==> src/rtl/register_file_write_arbiter_if.sv <==
// register_file_write_arbiter_if: two writeback request channels in, register_file write port and pending status out
interface register_file_write_arbiter_if #(
  parameter int ADDRESS_WIDTH = 2,
  parameter int DATA_WIDTH    = 1
);
  logic                          request_0_valid;
  logic                          request_0_ready;
  logic [ADDRESS_WIDTH-1:0]      request_0_address;
  logic [DATA_WIDTH-1:0]         request_0_data;
  logic                          request_1_valid;
  logic                          request_1_ready;
  logic [ADDRESS_WIDTH-1:0]      request_1_address;
  logic [DATA_WIDTH-1:0]         request_1_data;
  logic                          general_register_write_enable;
  logic [ADDRESS_WIDTH-1:0]      address_3;
  logic [DATA_WIDTH-1:0]         general_register_write_data;
  logic [2**ADDRESS_WIDTH-1:0]   pending_mask;
  logic                          last_grant;
  modport slave (
    input  request_0_valid, request_0_address, request_0_data,
    input  request_1_valid, request_1_address, request_1_data,
    output request_0_ready, request_1_ready,
    output general_register_write_enable, address_3, general_register_write_data,
    output pending_mask, last_grant
  );
  modport master (
    output request_0_valid, request_0_address, request_0_data,
    output request_1_valid, request_1_address, request_1_data,
    input  request_0_ready, request_1_ready,
    input  general_register_write_enable, address_3, general_register_write_data,
    input  pending_mask, last_grant
  );
endinterface

==> src/rtl/register_file_write_arbiter.sv <==
// register_file_write_arbiter: shares the register_file general write port between execute (0) and load (1)
// writeback, one holding entry each, oldest-first with round-robin tie-break, register 0 never written.
// Optional REGISTER_FILE_WRITE_ARBITER_STATS_EN adds an 8-bit saturating conflict_count output.
module register_file_write_arbiter #(
  parameter int ADDRESS_WIDTH = 2,
  parameter int DATA_WIDTH    = 1
) (
  input  logic                               clk,
  input  logic                               reset_n,
  register_file_write_arbiter_if.slave       bus
`ifdef REGISTER_FILE_WRITE_ARBITER_STATS_EN
  ,
  output logic [7:0]                         conflict_count
`endif
);
  localparam int REGS = 2**ADDRESS_WIDTH;

  logic [1:0]               w_req_valid;
  logic [ADDRESS_WIDTH-1:0] w_req_address [2];
  logic [DATA_WIDTH-1:0]    w_req_data [2];
  logic [1:0]               w_hold_valid;
  logic [1:0]               w_hold_younger;
  logic [ADDRESS_WIDTH-1:0] w_hold_address [2];
  logic [DATA_WIDTH-1:0]    w_hold_data [2];
  logic [1:0]               w_accept;
  logic [1:0]               w_complete;
  logic                     w_grant;
  logic                     w_grant_valid;
  logic [ADDRESS_WIDTH-1:0] w_sel_address;
  logic [DATA_WIDTH-1:0]    w_sel_data;
  logic                     r_last_grant;

  assign w_req_valid      = {bus.request_1_valid, bus.request_0_valid};
  assign w_req_address[0] = bus.request_0_address;
  assign w_req_address[1] = bus.request_1_address;
  assign w_req_data[0]    = bus.request_0_data;
  assign w_req_data[1]    = bus.request_1_data;

  // grant selection: lone entry wins, else the older one, else the one not granted last time
  always_comb begin
    w_accept      = w_req_valid & ~w_hold_valid;
    w_grant_valid = |w_hold_valid;
    w_grant       = &w_hold_valid
                  ? ((w_hold_younger[0] != w_hold_younger[1]) ? w_hold_younger[0] : ~r_last_grant)
                  : w_hold_valid[1];
    w_complete    = w_grant_valid ? (w_grant ? 2'b10 : 2'b01) : 2'b00;
    w_sel_address = w_grant ? w_hold_address[1] : w_hold_address[0];
    w_sel_data    = w_grant ? w_hold_data[1] : w_hold_data[0];
  end

  for (genvar i = 0; i < 2; i++) begin : g_hold
    logic                     r_valid;
    logic                     r_younger;
    logic [ADDRESS_WIDTH-1:0] r_address;
    logic [DATA_WIDTH-1:0]    r_data;
    // capture on accept, drain on grant; an entry behind a still-waiting peer is the younger one
    always_ff @(posedge clk or negedge reset_n)
      if (!reset_n) begin
        r_valid   <= 1'b0;
        r_younger <= 1'b0;
        r_address <= '0;
        r_data    <= '0;
      end else if (w_accept[i]) begin
        r_valid   <= 1'b1;
        r_younger <= w_hold_valid[1-i] & ~w_complete[1-i];
        r_address <= w_req_address[i];
        r_data    <= w_req_data[i];
      end else if (w_complete[i]) begin
        r_valid   <= 1'b0;
        r_younger <= 1'b0;
      end else if (w_complete[1-i])
        r_younger <= 1'b0;
    assign w_hold_valid[i]   = r_valid;
    assign w_hold_younger[i] = r_younger;
    assign w_hold_address[i] = r_address;
    assign w_hold_data[i]    = r_data;
  end

  // remember who drained last so equal-age contention alternates; starts at 1 so requester 0 wins first
  always_ff @(posedge clk or negedge reset_n)
    if (!reset_n)
      r_last_grant <= 1'b1;
    else if (w_grant_valid)
      r_last_grant <= w_grant;

  assign bus.request_0_ready               = ~w_hold_valid[0];
  assign bus.request_1_ready               = ~w_hold_valid[1];
  assign bus.address_3                     = w_grant_valid ? w_sel_address : '0;
  assign bus.general_register_write_data   = w_grant_valid ? w_sel_data : '0;
  assign bus.general_register_write_enable = w_grant_valid & (w_sel_address != '0);
  assign bus.last_grant                    = r_last_grant;
  assign bus.pending_mask                  = ((REGS'(w_hold_valid[0]) << w_hold_address[0])
                                           |  (REGS'(w_hold_valid[1]) << w_hold_address[1]))
                                           & ~REGS'(1);

`ifdef REGISTER_FILE_WRITE_ARBITER_STATS_EN
  logic [7:0] r_conflict_count;
  // count edges with both entries waiting, saturating at 255
  always_ff @(posedge clk or negedge reset_n)
    if (!reset_n)
      r_conflict_count <= '0;
    else if (&w_hold_valid && r_conflict_count != 8'hff)
      r_conflict_count <= r_conflict_count + 8'd1;
  assign conflict_count = r_conflict_count;
`endif
endmodule

==> src/flat_wrapper.sv <==
// flat-port wrapper written by rule: the top's interface ports become plain ports
module register_file_write_arbiter_flat 
#(
  parameter int ADDRESS_WIDTH = 2,
  parameter int DATA_WIDTH    = 1
)
  (clk, reset_n, bus_request_0_valid, bus_request_0_address, bus_request_0_data, bus_request_1_valid, bus_request_1_address, bus_request_1_data, bus_request_0_ready, bus_request_1_ready, bus_general_register_write_enable, bus_address_3, bus_general_register_write_data, bus_pending_mask, bus_last_grant);
  register_file_write_arbiter_if #(.ADDRESS_WIDTH(ADDRESS_WIDTH), .DATA_WIDTH(DATA_WIDTH)) bus_i ();
  input  logic clk;
  input  logic reset_n;
  input wire logic [$bits(bus_i.request_0_valid)-1:0] bus_request_0_valid;
  input wire logic [$bits(bus_i.request_0_address)-1:0] bus_request_0_address;
  input wire logic [$bits(bus_i.request_0_data)-1:0] bus_request_0_data;
  input wire logic [$bits(bus_i.request_1_valid)-1:0] bus_request_1_valid;
  input wire logic [$bits(bus_i.request_1_address)-1:0] bus_request_1_address;
  input wire logic [$bits(bus_i.request_1_data)-1:0] bus_request_1_data;
  output wire logic [$bits(bus_i.request_0_ready)-1:0] bus_request_0_ready;
  output wire logic [$bits(bus_i.request_1_ready)-1:0] bus_request_1_ready;
  output wire logic [$bits(bus_i.general_register_write_enable)-1:0] bus_general_register_write_enable;
  output wire logic [$bits(bus_i.address_3)-1:0] bus_address_3;
  output wire logic [$bits(bus_i.general_register_write_data)-1:0] bus_general_register_write_data;
  output wire logic [$bits(bus_i.pending_mask)-1:0] bus_pending_mask;
  output wire logic [$bits(bus_i.last_grant)-1:0] bus_last_grant;
  assign bus_i.request_0_valid = bus_request_0_valid;
  assign bus_i.request_0_address = bus_request_0_address;
  assign bus_i.request_0_data = bus_request_0_data;
  assign bus_i.request_1_valid = bus_request_1_valid;
  assign bus_i.request_1_address = bus_request_1_address;
  assign bus_i.request_1_data = bus_request_1_data;
  assign bus_request_0_ready = bus_i.request_0_ready;
  assign bus_request_1_ready = bus_i.request_1_ready;
  assign bus_general_register_write_enable = bus_i.general_register_write_enable;
  assign bus_address_3 = bus_i.address_3;
  assign bus_general_register_write_data = bus_i.general_register_write_data;
  assign bus_pending_mask = bus_i.pending_mask;
  assign bus_last_grant = bus_i.last_grant;
  register_file_write_arbiter #(.ADDRESS_WIDTH(ADDRESS_WIDTH), .DATA_WIDTH(DATA_WIDTH)) u_core (.clk(clk), .reset_n(reset_n), .bus(bus_i));
endmodule
==> config.mk <==
export PLATFORM = sky130hd
export DESIGN_NAME = register_file_write_arbiter_flat
export DESIGN_NICKNAME = d
export VERILOG_FILES = /design/src/rtl/register_file_write_arbiter_if.sv /design/src/rtl/register_file_write_arbiter.sv /design/src/flat_wrapper.sv
export SDC_FILE = /design/constraint.sdc
export NUM_CORES = 1
export LEC_CHECK = 0
export CAP_MARGIN = 20
export CORE_MARGIN = 1
export CORE_UTILIZATION = 25
export CTS_CLUSTER_DIAMETER = 50
export DETAILED_ROUTE_END_ITERATION = 8
export PLACE_DENSITY_LB_ADDON = 0.25
export SLEW_MARGIN = 20
export SYNTH_ARGS = -nofsm -noshare
export SYNTH_HDL_FRONTEND = slang
export SYNTH_SLANG_ARGS = --single-unit
==> constraint.sdc <==
create_clock -name clk -period 3.61 [get_ports clk]
set_clock_uncertainty 0.15 [all_clocks]
set_input_delay 0.722 -clock clk [delete_from_list [all_inputs] [get_ports clk]]
set_output_delay 0.722 -clock clk [all_outputs]
set_load 0.1 [all_outputs]
==> summary.txt, run 1 <==
# DRC: 0
Layout cells sized above 1: 35.5%
R2r setup slk: 2210 ps
Port Buf Inserts: 19
Worst-Skew Late Latency: 270 ps
Worst Tran Pin Value: 502 ps
Type of origin of the critical path: flop
Buf+Inv Stages, Crit Path: 1
# fillers: 229
Post-Syn Instances: 56
Fin. Hold Viols: 0
Resized Gates After CTS: 0
Top cell type's share of synthesized area: 43.2%
Area Growth Syn to Fin: 36.3%
Final WS setup: 918 ps
# rows: 17
Number of buffers created by CTS: 3
Die width: 50.1 um
Worst setup path startpoint: u_core.g_hold[0].r_valid
Crit path required time: 2740 ps
Setup TNS: 0 ps
Postcts setup bufs: 0
Routed Antenna Nets: 0
Total GRT Usage: 12.1%
Worst min-delay path startpoint: u_core.g_hold[0].r_data
Seq cells post-synth: 11
Worst r2r src: u_core.g_hold[0].r_valid
Mapped Nets: 66
CTS tree: yes
Critical path class: reg -> out
Most common cell in the synthesized netlist: dfrtp_1
Post-CTS Hold Buffers: 0
Core Area: 2190 um^2
Async set or reset register ratio after synthesis: 100%
WL/cell: 12.0 um
WL final: 1.25 mm
Net count, final: 87
Antenna violations before repair: 0
Critical path's slowest cell: dfrtp_1
Syn_area_per_cell: 10.3 um^2
GPL Wtd Cong: 0.788
Post-synth EDFFs: 0
Initial DRC count: 5
Unrepaired setup endpoints after global routing: false
Final Util: 36.0%
Pre-CTS WS: 1220 ps
Worst reg-to-reg path cell count: 2
Synth Warn #: 0
# diodes: 0
Critical path's largest stage delay: 560 ps
Grt total ovfl: 0
CP cell instances: o21ai_1 > o21ai_2 > mux2i_1 > a22oi_2 > buf_4
Final hold slack: 389 ps
Die area: 2510 um^2
Worst Setup EP: bus_general_register_write_enable
Yosys cell types: 28
Root Driver: clkbuf_4
# H-tree levels: 1
Sequential area share after synthesis: 47.7%
I/O Pins: 21
Post-DP HPWL: 984 um
Family with the most delay on the worst path: flip-flops
Register area: 277 um^2
Dominant synthesized flop cell: dfrtp_1
Final setup violating endpoints: 0
Final worst-path cycle share: 74.6%
Slew Limit Fails: 0
WP data arrival: 1820 ps
Yosys top cell by area: dfrtp_1
Hold WC Path Type: reg -> reg
Area of the multi-input gates: 267 um^2
Rel. slew slack: 66.5%
Max Root-Sink Buffers: 2
Die H: 50.1 um
Critical Path End Type: primary output
Reg-to-Reg End: u_core.g_hold[0].r_address[1]
Vias: 470
Synth top area cells: dfrtp_1, mux2_2, dfstp_2
Status: complete, no violations
Synth cell count leaders: dfrtp_1, inv_1, mux2_2, nand2_1, o21ai_0
Tmin final: 2690 ps
Pre-antenna DRT Iters: 3
Crit path max fanout: 11
Initial Utilization: 26.4%
First-pass GRT wire length: 2.14 mm
CTS sink count: 11
Vias in the first global route: 464
Netlist Area Pre-Place: 579 um^2
Maxcap violations: 0
Worst path depth: 5
Vias per cell: 4.52
Worst-path clk slew: 70 ps
Largest net degree at the start of global routing: 12
Max Freq: 0.371 GHz
cells in the final DEF (no fill, tap or decap), types with 2 or more instances in the layout:
cell type / synthesis / final
buf_4: 1 / 10
clkbuf_4: 0 / 3
clkdlybuf4s50_1: 0 / 9
dfrtp_1: 10 / 10
inv_1: 5 / 5
mux2_2: 5 / 5
nand2_1: 5 / 5
nor2_1: 2 / 2
nor2b_2: 2 / 2
nor4b_1: 2 / 2
o21ai_0: 4 / 3
o21ai_1: 1 / 2
state kept, by name, indices dropped and copies added (netlist names):
| signal | count |
|---|---|
| u_core.bus.last_grant | 1 |
| u_core.g_hold.r_address | 4 |
| u_core.g_hold.r_younger | 2 |
| u_core.g_hold.r_valid | 2 |
| u_core.g_hold.r_data | 2 |
worst min path at each step:
stage,endpoint,slack [ps],cells after the start
after floorplan,u_core.g_hold[0].r_address[0],280,0
after detailed placement,u_core.g_hold[0].r_data,380,1
after CTS,u_core.g_hold[0].r_data,400,1
after global routing,u_core.g_hold[0].r_data,410,1
after global placement,u_core.bus.last_grant,360,2
final,u_core.g_hold[0].r_data,390,1
layer usage:
metal | track usage (%) | vias to the layer above | part of all wire (%)
met1 | 14.7 | 218 | 46
met2 | 18.9 | 13 | 47
li1 | - | 234 | -
met5 | 0 | - | 0
met3 | 3.64 | 5 | 5.0
met4 | 7.14 | 0 | 2.3
cell families after synthesis:
group | Yosys count | synth area share [%]
simple gates | 17 | 17.3
compound gates | 13 | 16.6
flops | 11 | 47.7
buf+inv | 8 | 6.26
mux | 6 | 11.4
other cells | 1 | 0.647
cell type report:
| cell class | count | share of cell area [%] |
|---|---|---|
| flip-flops and latches | 11 | 35.0 |
| multi-input cells | 37 | 33.8 |
| repair buffers | 19 | 20.9 |
| well taps | 28 | 4.44 |
| clock buffers | 3 | 2.85 |
| inverters | 5 | 2.38 |
| clock inverters | 1 | 0.634 |
stage by stage:
step	area, um^2	std cells
floorplan	579	56
global placement	762	100
detailed placement	762	100
CTS	790	104
global route	790	104
finish	790	104
Power of run 1 is not shown: default switching activity piles up to over one toggle a cycle in this logic, so the estimate is an artifact.
==> inputs of run 2 (changes only) <==
Clock period 3.61 ns to 2.35 ns, I/O delays scaled along.
==> run 2 against run 1 <==
The flow now finishes with violations (setup timing); utilization grew 13 points; first-iteration DRC count grew 20%; register-to-register slack worse by 1400 ps; critical path depth increased by 1; non-clock buffer count grew 9; design area is 37% higher; clock-buffer cell count grew 1.
==> summary.txt, run 2 (same netlist as run 1, synthesis figures left out) <==
Pre-CTS WS: 138 ps (was 1220 ps)
Core Area: 2190 um^2 (unchanged)
Initial Utilization: 26.4% (unchanged)
Failing checks: setup timing
Antenna violations before repair: 0 (unchanged)
Most frequent cells in the layout: buf_12, clkdlybuf4s50_1, dfrtp_1 (was buf_4, dfrtp_1, clkdlybuf4s50_1)
# H-tree levels: 1 (unchanged)
Maxcap violations: 0 (unchanged)
Commonest non-fill, non-tap cell in the layout: buf_12
GPL Wtd Cong: 0.779 (was 0.788)
WL final: 1.50 mm (was 1.25 mm)
Final setup violating endpoints: 4 (was 0)
Net count, final: 96 (was 87)
CTS sink count: 11 (unchanged)
Post-DP HPWL: 1.05 mm (was 984 um)
Layout cells sized above 1: 54.1% (was 35.5%)
# diodes: 0 (unchanged)
Crit path max fanout: 5 (was 11)
Initial DRC count: 6 (was 5)
# DRC: 0 (unchanged)
Critical Path End Type: primary output (unchanged)
Hold WC Path Type: in -> async (was reg -> reg)
Die width: 50.1 um (unchanged)
Final worst-path cycle share: 105%
Final Util: 49.3% (was 36.0%)
WP data arrival: 1840 ps (was 1820 ps)
Final WS setup: -111 ps (was 918 ps)
Crit path required time: 1730 ps (was 2740 ps)
Total GRT Usage: 13.5% (was 12.1%)
Critical path class: reg -> out (unchanged)
# rows: 17 (unchanged)
Max Root-Sink Buffers: 2 (unchanged)
Status: finished with violations (was complete, no violations)
Worst-Skew Late Latency: 270 ps (about the same)
Port Buf Inserts: 19 (unchanged)
Area Growth Syn to Fin: 86.4% (was 36.3%)
I/O Pins: 21 (unchanged)
Slew Limit Fails: 0 (unchanged)
Max FFs per register: 4 (unchanged)
Worst-path clk slew: 70 ps (about the same)
Routed Antenna Nets: 0 (unchanged)
First-pass GRT wire length: 2.41 mm (was 2.14 mm)
Largest net degree at the start of global routing: 12 (unchanged)
CTS tree: yes (unchanged)
Vias per cell: 4.55 (was 4.52)
Vias: 514 (was 470)
Post-route insts no fill: 113 (was 104)
Root Driver: clkbuf_4 (unchanged)
Tmin final: 2460 ps
Unrepaired setup endpoints after global routing: true (was false)
Placed cell count: 103 (was 100)
Type of origin of the critical path: flop (unchanged)
Number of buffers created by CTS: 3 (unchanged)
Die area: 2510 um^2 (unchanged)
Die H: 50.1 um (unchanged)
Vias in the first global route: 527 (was 464)
Fin. Hold Viols: 0 (unchanged)
Setup TNS: -233 ps (was 0 ps)
Grt total ovfl: 0 (unchanged)
Top reg by flops: u_core.g_hold.r_address (unchanged)
Worst Tran Pin Value: 541 ps (was 502 ps)
Max Freq: 0.406 GHz
WL/cell: 13.3 um (was 12.0 um)
Pre-antenna DRT Iters: 3 (unchanged)
Rel. slew slack: 63.8% (was 66.5%)
# fillers: 215 (was 229)
run 2: path summary, 6_finish.rpt:
path	cells after the start	startpoint	slack, ps	to
max	6	u_core.bus.last_grant	-110	bus_general_register_write_enable
min	1	reset_n	400	u_core.g_hold[0].r_valid
max reg2reg	5	u_core.bus.last_grant	840	u_core.bus.last_grant
min reg2reg	1	u_core.g_hold[0].r_data	400	u_core.g_hold[0].r_data
max in group asynchronous	1	reset_n	1270	u_core.g_hold[1].r_younger
min in group clk	1	u_core.g_hold[0].r_data	400	u_core.g_hold[0].r_data
run 2: layout make-up:
| type | count | area (um^2) | share of cell area [%] |
|---|---|---|---|
| inverter | 5 | 22.5 | 2.09 |
| timing repair buffer | 28 | 362 | 33.5 |
| sequential | 11 | 282 | 26.1 |
| multi-input combinational | 37 | 353 | 32.7 |
| clock buffer | 4 | 26.3 | 2.43 |
| tap | 28 | 35.0 | 3.24 |
run 2: per-stage QoR:
| stage | area (um^2) | hold slack [ps] |
|---|---|---|
| 2_1_floorplan | 616 | 24.4 |
| 3_3_place_gp | 946 | 361 |
| 5_1_grt | 1080 | 409 |
| 4_1_cts | 1010 | 386 |
| 6_report | 1080 | 395 |
| 3_5_place_dp | 946 | 370 |
run 2: worst max-delay path: stages (launching register included):
cell      delay [ps]
dfstp_4          510
a21boi_4         190
o21ai_4           80
buf_4            150
and2b_2          210
a22oi_2          210
buf_12           200
run 2: metal layers:
metal,GRT usage [%],up-vias,share of wire [%]
li1,-,247,-
met1,16.4,247,42
met2,20.9,16,51
met3,4.55,4,5.0
met4,7.14,0,1.9
met5,0,-,0
run 2: repair_timing:
action,in CTS,in global routing
hold buffers,0,0
endpoints found under the setup margin,4,4
buffers inserted,4,2
pin swaps,5,6
gates resized for setup,1,10
Power of run 2 is left out for the same reason.
==> inputs of run 3 (changes only) <==
Settings changed: CTS_CLUSTER_SIZE set to 12.
==> results of run 3 <==
No change in the layout: final DEF, timing and power equal those of run 2.
Power of run 3 is left out for the same reason.
